File: src/rtl/decode_hazard_ctrl.sv
// decode_hazard_ctrl: decode-stage hazard scheduler with an EX/MEM/WB in-flight writer scoreboard.
// Build macro HAZ_FORWARD_EN: forwarding selects plus load-use-only stalls; undefined: stall on any RAW to EX/MEM.
module decode_hazard_ctrl #(
  parameter int REG_BITS    = 5,
  parameter int STALL_CNT_W = 16
) (
  input  logic                   CLK,
  input  logic                   RST,
  input  logic                   ID_VALID,
  input  logic [6:0]             ID_OPCODE,
  input  logic [REG_BITS-1:0]    ID_RD,
  input  logic [REG_BITS-1:0]    ID_RS1,
  input  logic [REG_BITS-1:0]    ID_RS2,
  input  logic                   FLUSH,
  input  logic                   HOLD,
  output logic                   STALL,
  output logic                   EX_VALID,
  output logic [1:0]             EX_FWD_A,
  output logic [1:0]             EX_FWD_B,
  output logic [STALL_CNT_W-1:0] STALL_COUNT
);

  localparam logic [6:0] OPC_OP     = 7'b0110011;
  localparam logic [6:0] OPC_OPIMM  = 7'b0010011;
  localparam logic [6:0] OPC_LOAD   = 7'b0000011;
  localparam logic [6:0] OPC_STORE  = 7'b0100011;
  localparam logic [6:0] OPC_BRANCH = 7'b1100011;
  localparam logic [6:0] OPC_LUI    = 7'b0110111;
  localparam logic [6:0] OPC_AUIPC  = 7'b0010111;
  localparam logic [6:0] OPC_JAL    = 7'b1101111;
  localparam logic [6:0] OPC_JALR   = 7'b1100111;

  typedef struct packed {
    logic                valid;
    logic                writes;
    logic                is_load;
    logic [REG_BITS-1:0] rd;
  } rec_t;

  rec_t ex_r, mem_r, wb_r, id_rec;
  logic uses1, uses2, writes, is_load;
  logic ex_m1, ex_m2, mem_m1, mem_m2;
  logic hz, advance;
  logic [STALL_CNT_W-1:0] stall_cnt;
  logic sb_unused;

  function automatic logic rec_match(input rec_t r, input logic [REG_BITS-1:0] rs, input logic uses);
    return r.valid & r.writes & (r.rd == rs) & uses & (rs != '0);
  endfunction

  always_comb begin
    uses1   = 1'b0;
    uses2   = 1'b0;
    writes  = 1'b0;
    is_load = 1'b0;
    case (ID_OPCODE)
      OPC_OP:     begin uses1 = 1'b1; uses2 = 1'b1; writes = 1'b1; end
      OPC_OPIMM:  begin uses1 = 1'b1; writes = 1'b1; end
      OPC_LOAD:   begin uses1 = 1'b1; writes = 1'b1; is_load = 1'b1; end
      OPC_STORE:  begin uses1 = 1'b1; uses2 = 1'b1; end
      OPC_BRANCH: begin uses1 = 1'b1; uses2 = 1'b1; end
      OPC_JALR:   begin uses1 = 1'b1; writes = 1'b1; end
      OPC_LUI, OPC_AUIPC, OPC_JAL: writes = 1'b1;
      default: ;
    endcase
  end

  always_comb begin
    id_rec.valid   = 1'b1;
    id_rec.writes  = writes & (ID_RD != '0);
    id_rec.is_load = is_load;
    id_rec.rd      = ID_RD;
  end

  assign ex_m1  = rec_match(ex_r,  ID_RS1, uses1);
  assign ex_m2  = rec_match(ex_r,  ID_RS2, uses2);
  assign mem_m1 = rec_match(mem_r, ID_RS1, uses1);
  assign mem_m2 = rec_match(mem_r, ID_RS2, uses2);

`ifdef HAZ_FORWARD_EN
  assign hz = ID_VALID & ex_r.is_load & (ex_m1 | ex_m2);
`else
  assign hz = ID_VALID & (ex_m1 | ex_m2 | mem_m1 | mem_m2);
`endif

  assign advance     = ID_VALID & ~hz & ~FLUSH;
  assign STALL       = HOLD | (hz & ~FLUSH);
  assign EX_VALID    = ex_r.valid;
  assign STALL_COUNT = stall_cnt;

  // WB is tracked for completeness; the RF is write-through so nothing reads it.
  assign sb_unused = ^{wb_r, mem_r.is_load, ex_r.is_load};

  always_ff @(posedge CLK) begin
    if (RST) begin
      ex_r      <= '0;
      mem_r     <= '0;
      wb_r      <= '0;
      stall_cnt <= '0;
    end else if (!HOLD) begin
      wb_r  <= mem_r;
      mem_r <= ex_r;
      ex_r  <= advance ? id_rec : '0;
      if (hz && !FLUSH && (stall_cnt != '1))
        stall_cnt <= stall_cnt + STALL_CNT_W'(1);
    end
  end

`ifdef HAZ_FORWARD_EN
  logic [1:0] fwd_a_d, fwd_b_d, fwd_a_q, fwd_b_q;

  // Youngest producer wins: EX copy is newer than the MEM copy.
  always_comb begin
    fwd_a_d = 2'b00;
    fwd_b_d = 2'b00;
    if (ex_m1)       fwd_a_d = 2'b01;
    else if (mem_m1) fwd_a_d = 2'b10;
    if (ex_m2)       fwd_b_d = 2'b01;
    else if (mem_m2) fwd_b_d = 2'b10;
  end

  always_ff @(posedge CLK) begin
    if (RST) begin
      fwd_a_q <= 2'b00;
      fwd_b_q <= 2'b00;
    end else if (!HOLD) begin
      fwd_a_q <= advance ? fwd_a_d : 2'b00;
      fwd_b_q <= advance ? fwd_b_d : 2'b00;
    end
  end

  assign EX_FWD_A = fwd_a_q;
  assign EX_FWD_B = fwd_b_q;
`else
  assign EX_FWD_A = 2'b00;
  assign EX_FWD_B = 2'b00;
`endif

endmodule
File: config.mk
export PLATFORM = sky130hd
export DESIGN_NAME = decode_hazard_ctrl
export DESIGN_NICKNAME = d
export VERILOG_FILES = /design/src/rtl/decode_hazard_ctrl.sv
export SDC_FILE = /design/constraint.sdc
export NUM_CORES = 1
export LEC_CHECK = 0
export ABC_AREA = 1
export BUFFER_PORTS_ARGS = -buffer_cell sky130_fd_sc_hd__buf_2
export CORE_MARGIN = 2
export CORE_UTILIZATION = 48
export DETAILED_ROUTE_END_ITERATION = 7
export PLACE_DENSITY = 0.87
export SLEW_MARGIN = 10
export SYNTH_ARGS = -nofsm -noshare
export SYNTH_HDL_FRONTEND = slang
export SYNTH_SLANG_ARGS = --single-unit
File: constraint.sdc
create_clock -name CLK -period 1.6 [get_ports CLK]
set_clock_uncertainty 0.15 [all_clocks]
set_input_delay 0.08 -clock CLK [delete_from_list [all_inputs] [get_ports CLK]]
set_output_delay 0.08 -clock CLK [all_outputs]
set_load 0.005 [all_outputs]
## After elaboration in Yosys (flattened, before gate mapping)

Cells that the tools add are included.

- Logic and storage cells: 63
- Output and inout bits: 22
- Input bits: 27
- Register bits after elaboration: 30

- Add/sub/neg operators: 1
- Mux-type cells: 5
- Equal/unequal tests: 14
- Bitwise operators: 26
- Reduce and logical (&&, ||, !) cells: 10

Operator list:

| operator | count |
|---|---|
| == test 7 x 6 -> 1 bit, second input constant | 3 |
| == test 7 bit, second input constant | 3 |
| == test 5 bit | 4 |
| bitwise AND 1 bit | 19 |
| adder 16 x 1 -> 16 bit, second input constant | 1 |
| != test 16 bit, second input constant | 1 |
| nonzero test 5 bit | 3 |
| == test 7 x 5 -> 1 bit, second input constant | 2 |
| two-way mux 8 bit | 1 |
| == test 7 x 2 -> 1 bit, second input constant | 1 |
| OR reduction 7 bit | 1 |
| OR reduction 6 bit | 1 |
| two-way mux 1 bit | 4 |
| bitwise OR 1 bit | 4 |
| inverter 1 bit | 3 |
| OR reduction 3 bit | 1 |
| logical AND 1 bit | 2 |
| AND reduction 2 bit | 1 |
| zero test 1 bit | 1 |

## Depth between registers and ports, before layout

- Word-level depth: 13
- Mapped depth: 12
- Mapped depth without buffers: 11

## Worst setup path before layout

Ideal clock, no wire load.

- Path type: register -> register
- From: register stall_cnt[0] (netlist: STALL_COUNT[0])
- To: register stall_cnt[10] (netlist: STALL_COUNT[10])
- Clock period less this slack: 1,852 ps
- Stages on the path, launching flop included: 10
- Arrival time: 1,563 ps
- Setup time: 139 ps
- Path buffers: 1
- Required time: 1,311 ps
- Setup slack: -252 ps
- Path through: dfxtp_1 ha_1 nand2_1 nor3_4 nand4_1 o21ai_2 inv_2 buf_2 nand3_1 a21oi_2

- Word-level cells in the longest chain between the ends: 3
- Elaborated cells between the ends (all ways): 4
- Classes of those cells: 1 x add/sub; 1 x eq/ne; 2 x reduce/logical

RTL lines:

| what | RTL line | RTL |
|---|---|---|
| start: declaration | 44 | `logic [STALL_CNT_W-1:0] stall_cnt;` |
| start signal: assignment | 105 | `stall_cnt <= stall_cnt + STALL_CNT_W'(1);` |
| branches (longest 3 deep; another with adder 16 x 1 -> 16 bit) | - |  |

Several ways; the timed one is not identified.
A chain may end at the register's enable or synchronous reset.

## Worst setup path in the final report

- From: register ex_r[1] in the netlist's numbering
- To: output port STALL

- Word-level cells in the longest chain between the ends: 10
- Elaborated cells between the ends (all ways): 14
- Classes of those cells: 2 x eq/ne; 12 x bitwise

RTL lines:

| what | RTL line | RTL |
|---|---|---|
| start: declaration | 40 | `rec_t ex_r, mem_r, wb_r, id_rec;` |
| start signal: assignment | 103 | `ex_r <= advance ? id_rec : '0;` |
| == test 5 bit | 48 | `return r.valid & r.writes & (r.rd == rs) & uses & (rs != '0);` |
| bitwise AND 1 bit (3 in a row) | 48 |  |
| bitwise OR 1 bit (*) (3 in a row) | 83 | `assign hz = ID_VALID & (ex_m1 \| ex_m2 \| mem_m1 \| mem_m2);` |
| bitwise AND 1 bit (*) | 83 |  |
| bitwise AND 1 bit (*) | 87 | `assign STALL = HOLD \| (hz & ~FLUSH);` |
| bitwise OR 1 bit (*) | 87 |  |
| end: declaration | 16 | `output logic STALL,` |

Every way passes the cells marked *; elsewhere a longest branch is shown, timed or not.

==> impl_metrics.yaml <==
final_layout:
  nNetsFinal: 449
  n_antenna_cell: 0
  drive_above_1_share_pct: 40.76
  seq_area_um2: 633.1
  utilization_pct: 75.84
  multiInputGateArea_mm2: 0.001438
  area_growth_syn_to_layout_pct: 50.46
  fillers: 281
route:
  drtIter0Drc: 211
  drcViolationCount: 0
  ant_nets: 0
  finalWirelength_um: 7205
  wl_per_cell_um: 15.26
  routed_via_density: 5.608
  drtPass1Iterations: 5
  via_count: 2647
global_routing:
  grt_pass1_wl_um: 11020
  grt_pass1_vias: 2454
  grt_usage_pct: 28.14
  grt-ovfl-total: 0
  grt_max_degree: 21
  antenna_found_initial: 0
yosys:
  synth_edf_count: 0
  synth_cells: 325
  ys_ff_latch: 30
  synth.avg_cell_area_um2: 6.248
  ys_seq_area_share_pct: 29.57
  async_flop_share_pct: 0
  ys_types: 28
  syn_area_mm2: 0.002031
  synthFlopType: "dfxtp_1"
  yosysWarnings: 0
critical_path:
  path_class: "flop to primary output"
  r2r_cells: 12
  reg2reg_to: "STALL_COUNT[12]$_SDFFE_PP0P_"
  rrSetupSlack_ps: -230
  worstSetupStartpointType: "flop"
  crit_path_end: "STALL"
  cp.required_ps: 1370
  end_kind: "primary output"
  crit_fanout: 3
  critical_path.startpoint: "ex_r[1]$_SDFFE_PP0N_"
  r2r_start: "ex_r[1]$_SDFFE_PP0N_"
  critical_path_arrival_ps: 1620
status:
  violations: "setup timing"
  status: "finished, violations left"
sta:
  hold_violations: 0
  slew_viol_final: 0
  setup_viol: 23
  post-route-period-util_pct: 115.6
  fmax_ghz: 0.5408
  fin_ws_ps: -249.2
  rsz0062_at_grt: "true"
  min_period_ps: 1849
power:
  p_total_mw: 1.665
  ir_worst_vdd_v: 0.0003682
  p_leak_nw: 1.367
  powerDensity_mw_per_mm2: 544.8
placement:
  place_congestion: 0.9323
  io_buffers: 44
  pre_cts_slack_ps: -138.4
  hpwl_um: 4341
cts:
  clkLatencyLatePin_ps: 300
  cts-htree-levels: 2
  clkTransAtPathRegs_ps: 70
  clockBufferDepth: 2
  clock-root-buffer: "clkbuf_8"
  cts_sinks: 30
  cts_tree: "built"
  cts_buffers: 5
floorplanning:
  die_y_um: 69.05
  die_area_mm2: 0.004767
  rows: 23
  initial_core_util_pct: 50.40
  io_pins: 49
  design.core.area_mm2: 0.004029
  fp.dieW_um: 69.05
job:
  cap_violations: 0
worst_hold_path:
  hp-class: "input port to flop"
-- cell usage in the layout, fill, tap and decap left out, types with 5 or more instances in the layout --
cell type / instances
xor2_1: 10
nand4_1: 8
buf_4: 39
a21oi_2: 14
dlygate4sd3_1: 6
xnor2_1: 5
inv_1: 24
nand3_2: 5
buf_2: 44
inv_2: 11
o21ai_0: 12
nand3_4: 7
nand2_1: 88
clkbuf_8: 6
nand3_1: 18
dfxtp_1: 12
a21oi_1: 14
dfxtp_2: 14
nor2_1: 37
o21ai_1: 6
-- layer usage --
| metal | vias up | routed length (um) | GRT usage, % |
|---|---|---|---|
| met2 | 143 | 3813 | 51.28 |
| met1 | 1238 | 2681 | 31.07 |
| met4 | 0 | 259 | 13.29 |
| li1 | 1229 | - | - |
| met3 | 37 | 450 | 5.409 |
| met5 | - | 0 | 0 |
-- power by group --
part | internal (mW) | switching [mW] | total [mW]
clock | 0.346 | 0.316 | 0.662
sequential | 0.756 | 0.00997 | 0.766
combinational | 0.101 | 0.135 | 0.236
total | 1.20 | 0.461 | 1.66
-- stage by stage --
| stage | instances | TNS (ps) | hold slack (ps) | cell area, um2 |
|---|---|---|---|---|
| after floorplan | 328 | -1525 | -0.9342 | 2076 |
| after global placement | 450 | -935.8 | 229.0 | 2613 |
| after detailed placement | 450 | -2047 | 241.0 | 2613 |
| after CTS | 469 | -2491 | 43.25 | 2903 |
| after global routing | 472 | -4922 | 70.93 | 3055 |
| final | 472 | -3040 | 52.86 | 3055 |
-- synthesized netlist by cell type, types with 2 or more instances --
cell / instances / share of area (%)
inv_2: 5 / 0.92
xor2_1: 10 / 4.3
buf_2: 2 / 0.49
inv_1: 31 / 5.7
a21oi_1: 18 / 4.4
nor3_1: 6 / 1.5
buf_4: 4 / 1.5
clkbuf_1: 4 / 0.74
dfxtp_1: 30 / 30
a21oi_2: 10 / 4.3
o21ai_1: 3 / 0.74
o21ai_0: 15 / 3.7
nand2_4: 2 / 1.1
nand4_1: 8 / 2.5
xnor2_1: 5 / 2.2
nand3_1: 29 / 7.1
nand2_1: 92 / 17
nor2_1: 41 / 7.6
-- critical path: stages (launching register included) --
cell and delay, ps:
dfxtp_2 340, buf_4 140, nand2_1 50, o21ai_1 60, nor2_1 100, nand3_1 80
nand2_1 90, nand2_2 90, nand2_4 100, inv_2 50, o21ai_1 100, buf_2 130
-- kinds of logic (layout without fill, tap and decap cells) --
| group | after synthesis | after routing | synth area share, % |
|---|---|---|---|
| simple gates | 183 | 184 | 39.25 |
| buf+inv | 48 | 141 | 10.29 |
| compound gates | 47 | 47 | 13.62 |
| flops | 30 | 30 | 29.58 |
| xor+xnor | 15 | 15 | 6.469 |
| fa+ha+maj | 1 | 1 | 0.6160 |
| other cells | 1 | 4 | 0.1847 |
-- worst min-delay path by stage --
stage | start | cells after the start | endpoint
final | HOLD | 3 | mem_r[3]$_SDFFE_PP0N_
after detailed placement | ID_RD[4] | 3 | ex_r[4]$_SDFFE_PP0N_
after global placement | ID_RD[2] | 3 | ex_r[2]$_SDFFE_PP0N_
after CTS | HOLD | 3 | mem_r[4]$_SDFFE_PP0N_
after global routing | HOLD | 3 | mem_r[3]$_SDFFE_PP0N_
after floorplan | RST | 1 | STALL_COUNT[11]$_SDFFE_PP0P_
-- registers in the layout, indices dropped and copies added (netlist names) --
signal and count:
EX_VALID 1, mem_r 7, STALL_COUNT 16, ex_r 6
-- area by class of cell --
class / instances / area share (%)
Inverter: 37 / 4.627
Tap cell: 50 / 2.048
Clock buffer: 6 / 2.703
Clock inverter: 2 / 0.3686
Multi-Input combinational cell: 251 / 47.05
Sequential cell: 30 / 20.72
Timing Repair Buffer: 96 / 22.48
-- repair_timing --
action | 4_1_cts | 5_1_grt
setup buffers | 4 | 3
pin swaps | 7 | 21
endpoints found under the setup margin | 17 | 23
hold buffers | 6 | 0
gates cloned | 1 | 0
resized for setup | 31 | 38
endpoints found under the hold margin | 12 | 0
(Power assumes the default switching activity.)
